`src/rtl/clock_pkg.sv`:
```
// Shared definitions for the alarm-clock mode sequencer.
//   - mode_e      : MODE output encoding / controller state
//   - key_act_e   : resolved key action after priority arbitration
//   - KEY_*       : bit positions of the keys within the KEY bus
//   - HOUR_MAX/MIN_MAX and field widths for the time fields
//   - key_resolve : priority encoder STOP > MODE > NEXT > UP > DOWN > ALM_EN
//   - hour_step/min_step : +/-1 on a time field with wrap-around
package clock_pkg;

  localparam int HOUR_W   = 5;
  localparam int MIN_W    = 6;
  localparam int SEC_W    = 6;
  localparam int NUM_KEYS = 6;

  localparam logic [HOUR_W-1:0] HOUR_MAX  = 5'd23;
  localparam logic [HOUR_W-1:0] HOUR_NOON = 5'd12;
  localparam logic [MIN_W-1:0]  MIN_MAX   = 6'd59;

  localparam int KEY_MODE   = 0;
  localparam int KEY_NEXT   = 1;
  localparam int KEY_UP     = 2;
  localparam int KEY_DOWN   = 3;
  localparam int KEY_ALM_EN = 4;
  localparam int KEY_STOP   = 5;

  typedef enum logic [1:0] {
    MODE_NORMAL    = 2'd0,
    MODE_SET_TIME  = 2'd1,
    MODE_SET_ALARM = 2'd2,
    MODE_RINGING   = 2'd3
  } mode_e;

  typedef enum logic [2:0] {
    ACT_NONE,
    ACT_STOP,
    ACT_MODE,
    ACT_NEXT,
    ACT_UP,
    ACT_DOWN,
    ACT_ALM_EN
  } key_act_e;

  function automatic key_act_e key_resolve(input logic [NUM_KEYS-1:0] press);
    if (press[KEY_STOP])        return ACT_STOP;
    else if (press[KEY_MODE])   return ACT_MODE;
    else if (press[KEY_NEXT])   return ACT_NEXT;
    else if (press[KEY_UP])     return ACT_UP;
    else if (press[KEY_DOWN])   return ACT_DOWN;
    else if (press[KEY_ALM_EN]) return ACT_ALM_EN;
    return ACT_NONE;
  endfunction

  function automatic logic [HOUR_W-1:0] hour_step(input logic [HOUR_W-1:0] h,
                                                  input logic             up);
    if (up) return (h == HOUR_MAX) ? '0 : h + 1'b1;
    return (h == '0) ? HOUR_MAX : h - 1'b1;
  endfunction

  function automatic logic [MIN_W-1:0] min_step(input logic [MIN_W-1:0] m,
                                               input logic            up);
    if (up) return (m == MIN_MAX) ? '0 : m + 1'b1;
    return (m == '0) ? MIN_MAX : m - 1'b1;
  endfunction

endpackage

```
`src/rtl/key_debounce.sv`:
```
// Single-key conditioner: 2-FF synchroniser, debounce counter and press pulse.
//   clk_i   : system clock
//   rst_i   : synchronous reset, active-high
//   key_i   : raw asynchronous key level
//   press_o : one-cycle pulse when the accepted level rises
// The accepted level flips after DEB_CYCLES consecutive synchronised samples
// that differ from it; any sample equal to it restarts the count.
module key_debounce #(
  parameter int DEB_CYCLES = 50000
) (
  input  logic clk_i,
  input  logic rst_i,
  input  logic key_i,
  output logic press_o
);

  localparam int CW = (DEB_CYCLES > 1) ? $clog2(DEB_CYCLES) : 1;
  localparam logic [CW-1:0] CNT_LAST = CW'(DEB_CYCLES - 1);

  logic [1:0]    sync_q;
  logic          stable_q;
  logic [CW-1:0] cnt_q;
  logic          press_q;

  always_ff @(posedge clk_i) begin
    if (rst_i) begin
      sync_q   <= '0;
      stable_q <= 1'b0;
      cnt_q    <= '0;
      press_q  <= 1'b0;
    end else begin
      sync_q  <= {sync_q[0], key_i};
      press_q <= 1'b0;
      if (sync_q[1] == stable_q) begin
        cnt_q <= '0;
      end else if (cnt_q == CNT_LAST) begin
        cnt_q    <= '0;
        stable_q <= sync_q[1];
        // Pulse only on acceptance of a high level; releases are silent.
        press_q  <= sync_q[1];
      end else begin
        cnt_q <= cnt_q + 1'b1;
      end
    end
  end

  assign press_o = press_q;

endmodule

```
`src/rtl/clock_mode_ctrl.sv`:
```
// Key-driven mode sequencer for the alarm clock.
//   CLK, RESET        : clock, synchronous active-high reset
//   KEY[5:0]          : MODE, NEXT, UP, DOWN, ALM_EN, STOP (KEY[7:6] unused)
//   SEC_TICK          : one-cycle pulse per second
//   CUR_HOUR/MIN/SEC  : current time from the timekeeper
//   SET_LOAD          : one-cycle load strobe for SET_HOUR/SET_MIN into timekeeper
//   SET_HOUR/SET_MIN  : shadow (edited) time
//   MODE              : NORMAL / SET_TIME / SET_ALARM / RINGING
//   FLAG              : {alarm enabled, minute cursor, hour cursor}
//   MERIDIAN          : PM indicator of the displayed hour
//   ALM_HOUR/ALM_MIN  : stored alarm time
//   BUZZ              : registered buzzer drive
module clock_mode_ctrl
  import clock_pkg::*;
#(
  parameter int DEB_CYCLES = 50000,
  parameter int RING_SEC   = 60
) (
  input  logic              CLK,
  input  logic              RESET,
  input  logic [7:0]        KEY,
  input  logic              SEC_TICK,
  input  logic [HOUR_W-1:0] CUR_HOUR,
  input  logic [MIN_W-1:0]  CUR_MIN,
  input  logic [SEC_W-1:0]  CUR_SEC,
  output logic              SET_LOAD,
  output logic [HOUR_W-1:0] SET_HOUR,
  output logic [MIN_W-1:0]  SET_MIN,
  output logic [1:0]        MODE,
  output logic [2:0]        FLAG,
  output logic              MERIDIAN,
  output logic [HOUR_W-1:0] ALM_HOUR,
  output logic [MIN_W-1:0]  ALM_MIN,
  output logic              BUZZ
);

  localparam int RW = $clog2(RING_SEC + 1);
  localparam logic [RW-1:0] RING_LAST = RW'(RING_SEC - 1);

  logic [NUM_KEYS-1:0] press;
  logic                unused_keys;
  key_act_e            act;
  logic                alarm_hit;

  mode_e               state_q, state_d;
  logic [HOUR_W-1:0]   hour_q, hour_d;
  logic [MIN_W-1:0]    min_q, min_d;
  logic                cur_min_q, cur_min_d;
  logic                alm_en_q, alm_en_d;
  logic [HOUR_W-1:0]   alm_hour_q, alm_hour_d;
  logic [MIN_W-1:0]    alm_min_q, alm_min_d;
  logic                load_q, load_d;
  logic                buzz_q, buzz_d;
  logic [RW-1:0]       ring_q, ring_d;

  assign unused_keys = ^KEY[7:6];

  for (genvar g = 0; g < NUM_KEYS; g++) begin : g_key
    key_debounce #(
      .DEB_CYCLES(DEB_CYCLES)
    ) u_deb (
      .clk_i  (CLK),
      .rst_i  (RESET),
      .key_i  (KEY[g]),
      .press_o(press[g])
    );
  end

  assign act       = key_resolve(press);
  assign alarm_hit = alm_en_q && SEC_TICK && (CUR_HOUR == alm_hour_q) &&
                     (CUR_MIN == alm_min_q) && (CUR_SEC == '0);

  always_comb begin
    state_d    = state_q;
    hour_d     = hour_q;
    min_d      = min_q;
    cur_min_d  = cur_min_q;
    alm_en_d   = alm_en_q;
    alm_hour_d = alm_hour_q;
    alm_min_d  = alm_min_q;
    load_d     = 1'b0;
    ring_d     = ring_q;

    unique case (state_q)
      MODE_NORMAL: begin
        if (alarm_hit) begin
          state_d = MODE_RINGING;
          ring_d  = '0;
        end else if (act == ACT_MODE) begin
          hour_d    = CUR_HOUR;
          min_d     = CUR_MIN;
          cur_min_d = 1'b0;
          state_d   = MODE_SET_TIME;
        end else if (act == ACT_ALM_EN) begin
          alm_en_d = ~alm_en_q;
        end
      end

      MODE_SET_TIME, MODE_SET_ALARM: begin
        if (act == ACT_STOP) begin
          state_d = MODE_NORMAL;
        end else if (state_q == MODE_SET_ALARM && load_q) begin
          // The shadow still shows the time being loaded during the SET_LOAD
          // cycle, so the alarm values are copied in one cycle later.
          hour_d = alm_hour_q;
          min_d  = alm_min_q;
        end else begin
          unique case (act)
            ACT_MODE: begin
              if (state_q == MODE_SET_TIME) begin
                load_d    = 1'b1;
                cur_min_d = 1'b0;
                state_d   = MODE_SET_ALARM;
              end else begin
                alm_hour_d = hour_q;
                alm_min_d  = min_q;
                state_d    = MODE_NORMAL;
              end
            end
            ACT_NEXT: cur_min_d = ~cur_min_q;
            ACT_UP, ACT_DOWN: begin
              if (cur_min_q) min_d  = min_step(min_q, act == ACT_UP);
              else           hour_d = hour_step(hour_q, act == ACT_UP);
            end
            default: ;
          endcase
        end
      end

      MODE_RINGING: begin
        if (act == ACT_STOP || act == ACT_MODE) begin
          state_d = MODE_NORMAL;
        end else if (SEC_TICK) begin
          if (ring_q == RING_LAST) state_d = MODE_NORMAL;
          else                     ring_d  = ring_q + 1'b1;
        end
      end

      default: state_d = MODE_NORMAL;
    endcase

    buzz_d = (state_d == MODE_RINGING);
  end

  always_ff @(posedge CLK) begin
    if (RESET) begin
      state_q    <= MODE_NORMAL;
      hour_q     <= '0;
      min_q      <= '0;
      cur_min_q  <= 1'b0;
      alm_en_q   <= 1'b0;
      alm_hour_q <= 5'd6;
      alm_min_q  <= '0;
      load_q     <= 1'b0;
      buzz_q     <= 1'b0;
      ring_q     <= '0;
    end else begin
      state_q    <= state_d;
      hour_q     <= hour_d;
      min_q      <= min_d;
      cur_min_q  <= cur_min_d;
      alm_en_q   <= alm_en_d;
      alm_hour_q <= alm_hour_d;
      alm_min_q  <= alm_min_d;
      load_q     <= load_d;
      buzz_q     <= buzz_d;
      ring_q     <= ring_d;
    end
  end

  assign MODE     = state_q;
  assign FLAG     = {alm_en_q, cur_min_q, ~cur_min_q};
  assign SET_HOUR = hour_q;
  assign SET_MIN  = min_q;
  assign SET_LOAD = load_q;
  assign ALM_HOUR = alm_hour_q;
  assign ALM_MIN  = alm_min_q;
  assign BUZZ     = buzz_q;
  assign MERIDIAN = (state_q == MODE_SET_TIME || state_q == MODE_SET_ALARM) ?
                    (hour_q >= HOUR_NOON) : (CUR_HOUR >= HOUR_NOON);

endmodule

```
`config.mk`:
```
export PLATFORM = sky130hd
export DESIGN_NAME = clock_mode_ctrl
export DESIGN_NICKNAME = d
export VERILOG_FILES = /design/src/rtl/clock_pkg.sv /design/src/rtl/key_debounce.sv /design/src/rtl/clock_mode_ctrl.sv
export SDC_FILE = /design/constraint.sdc
export NUM_CORES = 1
export LEC_CHECK = 0
export ABC_AREA = 1
export CAP_MARGIN = 25
export CORE_AREA = 10 10 161 163
export CTS_BUF_LIST = sky130_fd_sc_hd__clkbuf_16
export CTS_CLUSTER_DIAMETER = 120
export DETAILED_ROUTE_END_ITERATION = 16
export DIE_AREA = 0 0 171 173
export SLEW_MARGIN = 20
export SYNTH_ARGS = -nofsm -noshare
export SYNTH_HDL_FRONTEND = slang
export SYNTH_SLANG_ARGS = --single-unit
```
`constraint.sdc`:
```
create_clock -name CLK -period 2.7 [get_ports CLK]
set_clock_uncertainty 0.15 [all_clocks]
set_input_delay 0.54 -clock CLK [delete_from_list [all_inputs] [get_ports CLK]]
set_output_delay 0.54 -clock CLK [all_outputs]
set_load 0.03 [all_outputs]
```
==> results.sh <==
export IMPL_place_gp_congestion=0.847
export IMPL_synth_async_reset_ratio_pct=0
export IMPL_post_dp_cell_area_um2=8710
export IMPL_synth_edff_count=0
export IMPL_avgSynthCellArea_um2=7.12
export IMPL_reg2reg_from="MODE[1]"
export IMPL_drt_pass1_iter_count=5
export IMPL_clk_path_buf_depth=2
export IMPL_diodes=0
export IMPL_hold_path_class="reg -> reg"
export IMPL_slew_headroom_pct=59.3
export IMPL_crit_required_ps=2010
export IMPL_tns_ps=0
export IMPL_hold_path_depth=2
export IMPL_totalWireLength_um=16900
export IMPL_die_w_um=171
export IMPL_critPathKind="reg -> out"
export IMPL_rsz0062_at_grt="false"
export IMPL_grt_total_usage_pct=11.6
export IMPL_tritoncts="done"
export IMPL_grt_pass1_vias=6376
export IMPL_nets=1206
export IMPL_viasPerCell=4.68
export IMPL_p_leak_nw=3.54
export IMPL_regArea_um2=3090
export IMPL_path_clk_slew_ps=60
export IMPL_hpwl_um=12500
export IMPL_io_pins=58
export IMPL_grt_pass1_wl_um=29300
export IMPL_critPathLaunchType="flip-flop"
export IMPL_maxCapViolCount=0
export IMPL_min_to="g_key[1].u_deb.sync_q[1]"
export IMPL_fin_crit_ps=2550
export IMPL_drc=0
export IMPL_regToRegEndpoint="ALM_HOUR[3]"
export IMPL_num_rows=55
export IMPL_synth_top_cell_by_area="dfxtp_1"
export IMPL_die_h_um=173
export IMPL_setup_viol=0
export IMPL_port_buffer_count=55
export IMPL_synth_fp_nets=1149
export IMPL_initial_core_util_pct=34.8
export IMPL_post_drt_wl_per_cell_um=11.6
export IMPL_clk_latency_ps=420
export IMPL_yosys_top_cells_area="dfxtp_1 39%, nand2_1 9.5%, inv_1 7.4%, nor2_1 7.2%, a21oi_1 4.5%"
export IMPL_final_hold_viol_count=0
export IMPL_tritoncts_num_buffers=17
export IMPL_tightest_slew_ps=609
export IMPL_drive_gt1_share_pct=8.86
export IMPL_fmax_mhz=392
export IMPL_slew_violations=0
export IMPL_synthCells=1104
export IMPL_yosys_cell_types_count=47
export IMPL_power_per_cell_area_nw_per_um2=533
export IMPL_critical_path_peak_fanout=9
export IMPL_final_antenna_net_count=0
export IMPL_multi_input_area_um2=4040
export IMPL_min_from="g_key[1].u_deb.sync_q[0]"
export IMPL_gr_total_overflow=0
export IMPL_cts_root_buf="clkbuf_16"
export IMPL_vias=6825
export IMPL_fill_cells=2330
export IMPL_reg2reg_depth=7
export IMPL_cts_sinks=154
export IMPL_end_kind="output port"
export IMPL_status="completed"
export IMPL_stdcell_area_um2=9350
export IMPL_cts_hold_buf=0
export IMPL_ys_seq_elements=154
export IMPL_ir_drop_v=0.000399
export IMPL_postCtsSetupRepairBufs=0
export IMPL_period_share_pct=94.6
export IMPL_ys_seq_area_share_pct=39.2
export IMPL_area_growth_pct=19.0
export IMPL_core_area_um2=22600
export IMPL_synth_cell_area_um2=7860
export IMPL_ff2ff_setup_slack_ps=560
export IMPL_dieArea_um2=29600
export IMPL_ys_flop_type="dfxtp_1"
export IMPL_drtIter0Drc=344
export IMPL_grt_antenna_before_repair=0
export IMPL_ys_warn_count=0
export IMPL_critPathArrivalTime_ps=1860
export IMPL_yosys_area_top_type_share_pct=39.2
export IMPL_htreeDepth=4
export IMPL_grt_max_degree=29
[Yosys cell counts (all sizes together), types with 12 or more instances]
library cell	count
nand2	204
nor2	169
inv	160
dfxtp	154
a21oi	73
nand3	71
nor3	59
o21ai	54
xor2	33
nand4	20
buf	18
ha	17
nor3b	12
nor4	12
[power by group]
group / internal [mW] / switching [mW]
Sequential: 2.28 / 0.00585
Clock: 1.62 / 0.937
Combinational: 0.0620 / 0.0699
[layout make-up]
cell class | count | share of cell area [%]
Inverter | 160 | 6.43
Timing Repair Buffer | 64 | 6.72
Sequential cell | 154 | 33.0
Clock buffer | 17 | 4.55
Multi-Input combinational cell | 764 | 43.2
Tap cell | 285 | 3.82
Clock inverter | 15 | 2.24
[registers in the layout, summed over array words and instances, names as in the netlist]
signal                count
g_key.u_deb.cnt_q        96
g_key.u_deb.sync_q       12
ALM_MIN                   6
SET_MIN                   6
g_key.u_deb.press_o       6
g_key.u_deb.stable_q      6
ring_q                    6
ALM_HOUR                  5
SET_HOUR                  5
MODE                      2
BUZZ                      1
SET_LOAD                  1
alm_en_q                  1
cur_min_q                 1
[worst max path at each step]
stage	start	to	slack [ps]	depth (start not counted)
6_report	MODE[1]	MERIDIAN	150	6
5_1_grt	MODE[1]	MERIDIAN	10	6
4_1_cts	MODE[1]	MERIDIAN	120	6
3_5_place_dp	SEC_TICK	SET_MIN[1]	220	10
3_3_place_gp	CUR_MIN[4]	SET_MIN[1]	220	12
2_1_floorplan	MODE[1]	MERIDIAN	140	7
[logic make-up (layout without fill, tap and decap cells)]
group	count (synthesis)	count (layout)	share of synthesized area (%)
DFF	154	154	39.2
buffers and inverters	186	256	9.57
and+or+nand+nor	560	560	33.8
xor gates and xnor gates	41	41	4.57
adders and majority gates	17	17	2.71
AOI/OAI and AO/OA	146	146	10.1
[through the flow]
| stage | setup slack, ps | cells | power, mW | util [%] | hold WS, ps |
|---|---|---|---|---|---|
| global route | 11.4 | 1459 | 5.17 | 41.4 | 271 |
| global placement | 215 | 1427 | 2.47 | 38.6 | 240 |
| finish | 147 | 1459 | 4.98 | 41.4 | 254 |
| CTS | 115 | 1459 | 5.06 | 41.4 | 254 |
| floorplan | 135 | 1104 | 2.41 | - | 238 |
| detailed placement | 217 | 1427 | 2.47 | 38.6 | 244 |
[timing repair]
| action | CTS | global route |
|---|---|---|
| pin swaps | 0 | 0 |
| resized for setup | 1 | 1 |
| setup endpoints to repair | 1 | 1 |
[layout by cell type (no fill, tap or decap), types with 4 or more instances in the layout]
| cell | count |
|---|---|
| xnor2_1 | 8 |
| nor3_2 | 11 |
| nor3b_1 | 12 |
| dfxtp_1 | 152 |
| nand3_1 | 65 |
| nand2_2 | 6 |
| xor2_1 | 33 |
| bufinv_16 | 5 |
| or2_0 | 4 |
| or2_2 | 4 |
| o21a_1 | 5 |
| clkbuf_16 | 17 |
| nand4_1 | 17 |
| inv_1 | 157 |
| ha_1 | 17 |
| nand2_1 | 197 |
| clkdlybuf4s50_1 | 54 |
| inv_2 | 6 |
| nor2_2 | 14 |
| nor2_1 | 151 |
| nor4_1 | 10 |
| o21ai_0 | 44 |
| buf_4 | 9 |
| o211ai_1 | 4 |
| nor3_1 | 46 |
| nor2_4 | 4 |
| o21ai_1 | 9 |
| a31oi_1 | 5 |
| a21oi_1 | 71 |
| nand3_2 | 6 |
| clkinvlp_4 | 4 |
[routing by layer]
layer / part of all wire (%) / vias up / track usage, %
li1: - / 3676 / -
met1: 49 / 3035 / 14.9
met2: 45 / 101 / 18.7
met3: 4.6 / 13 / 2.80
met4: 1.2 / 0 / 3.55
met5: 0 / - / 0
[worst max-delay path: stages, from the launching register on]
cell and delay (ps):
dfxtp_2 380, inv_1 100, ha_1 310, inv_2 170, nand2_1 140, o221ai_4 160, buf_4 190
Power figures use the tool's default switching activity.
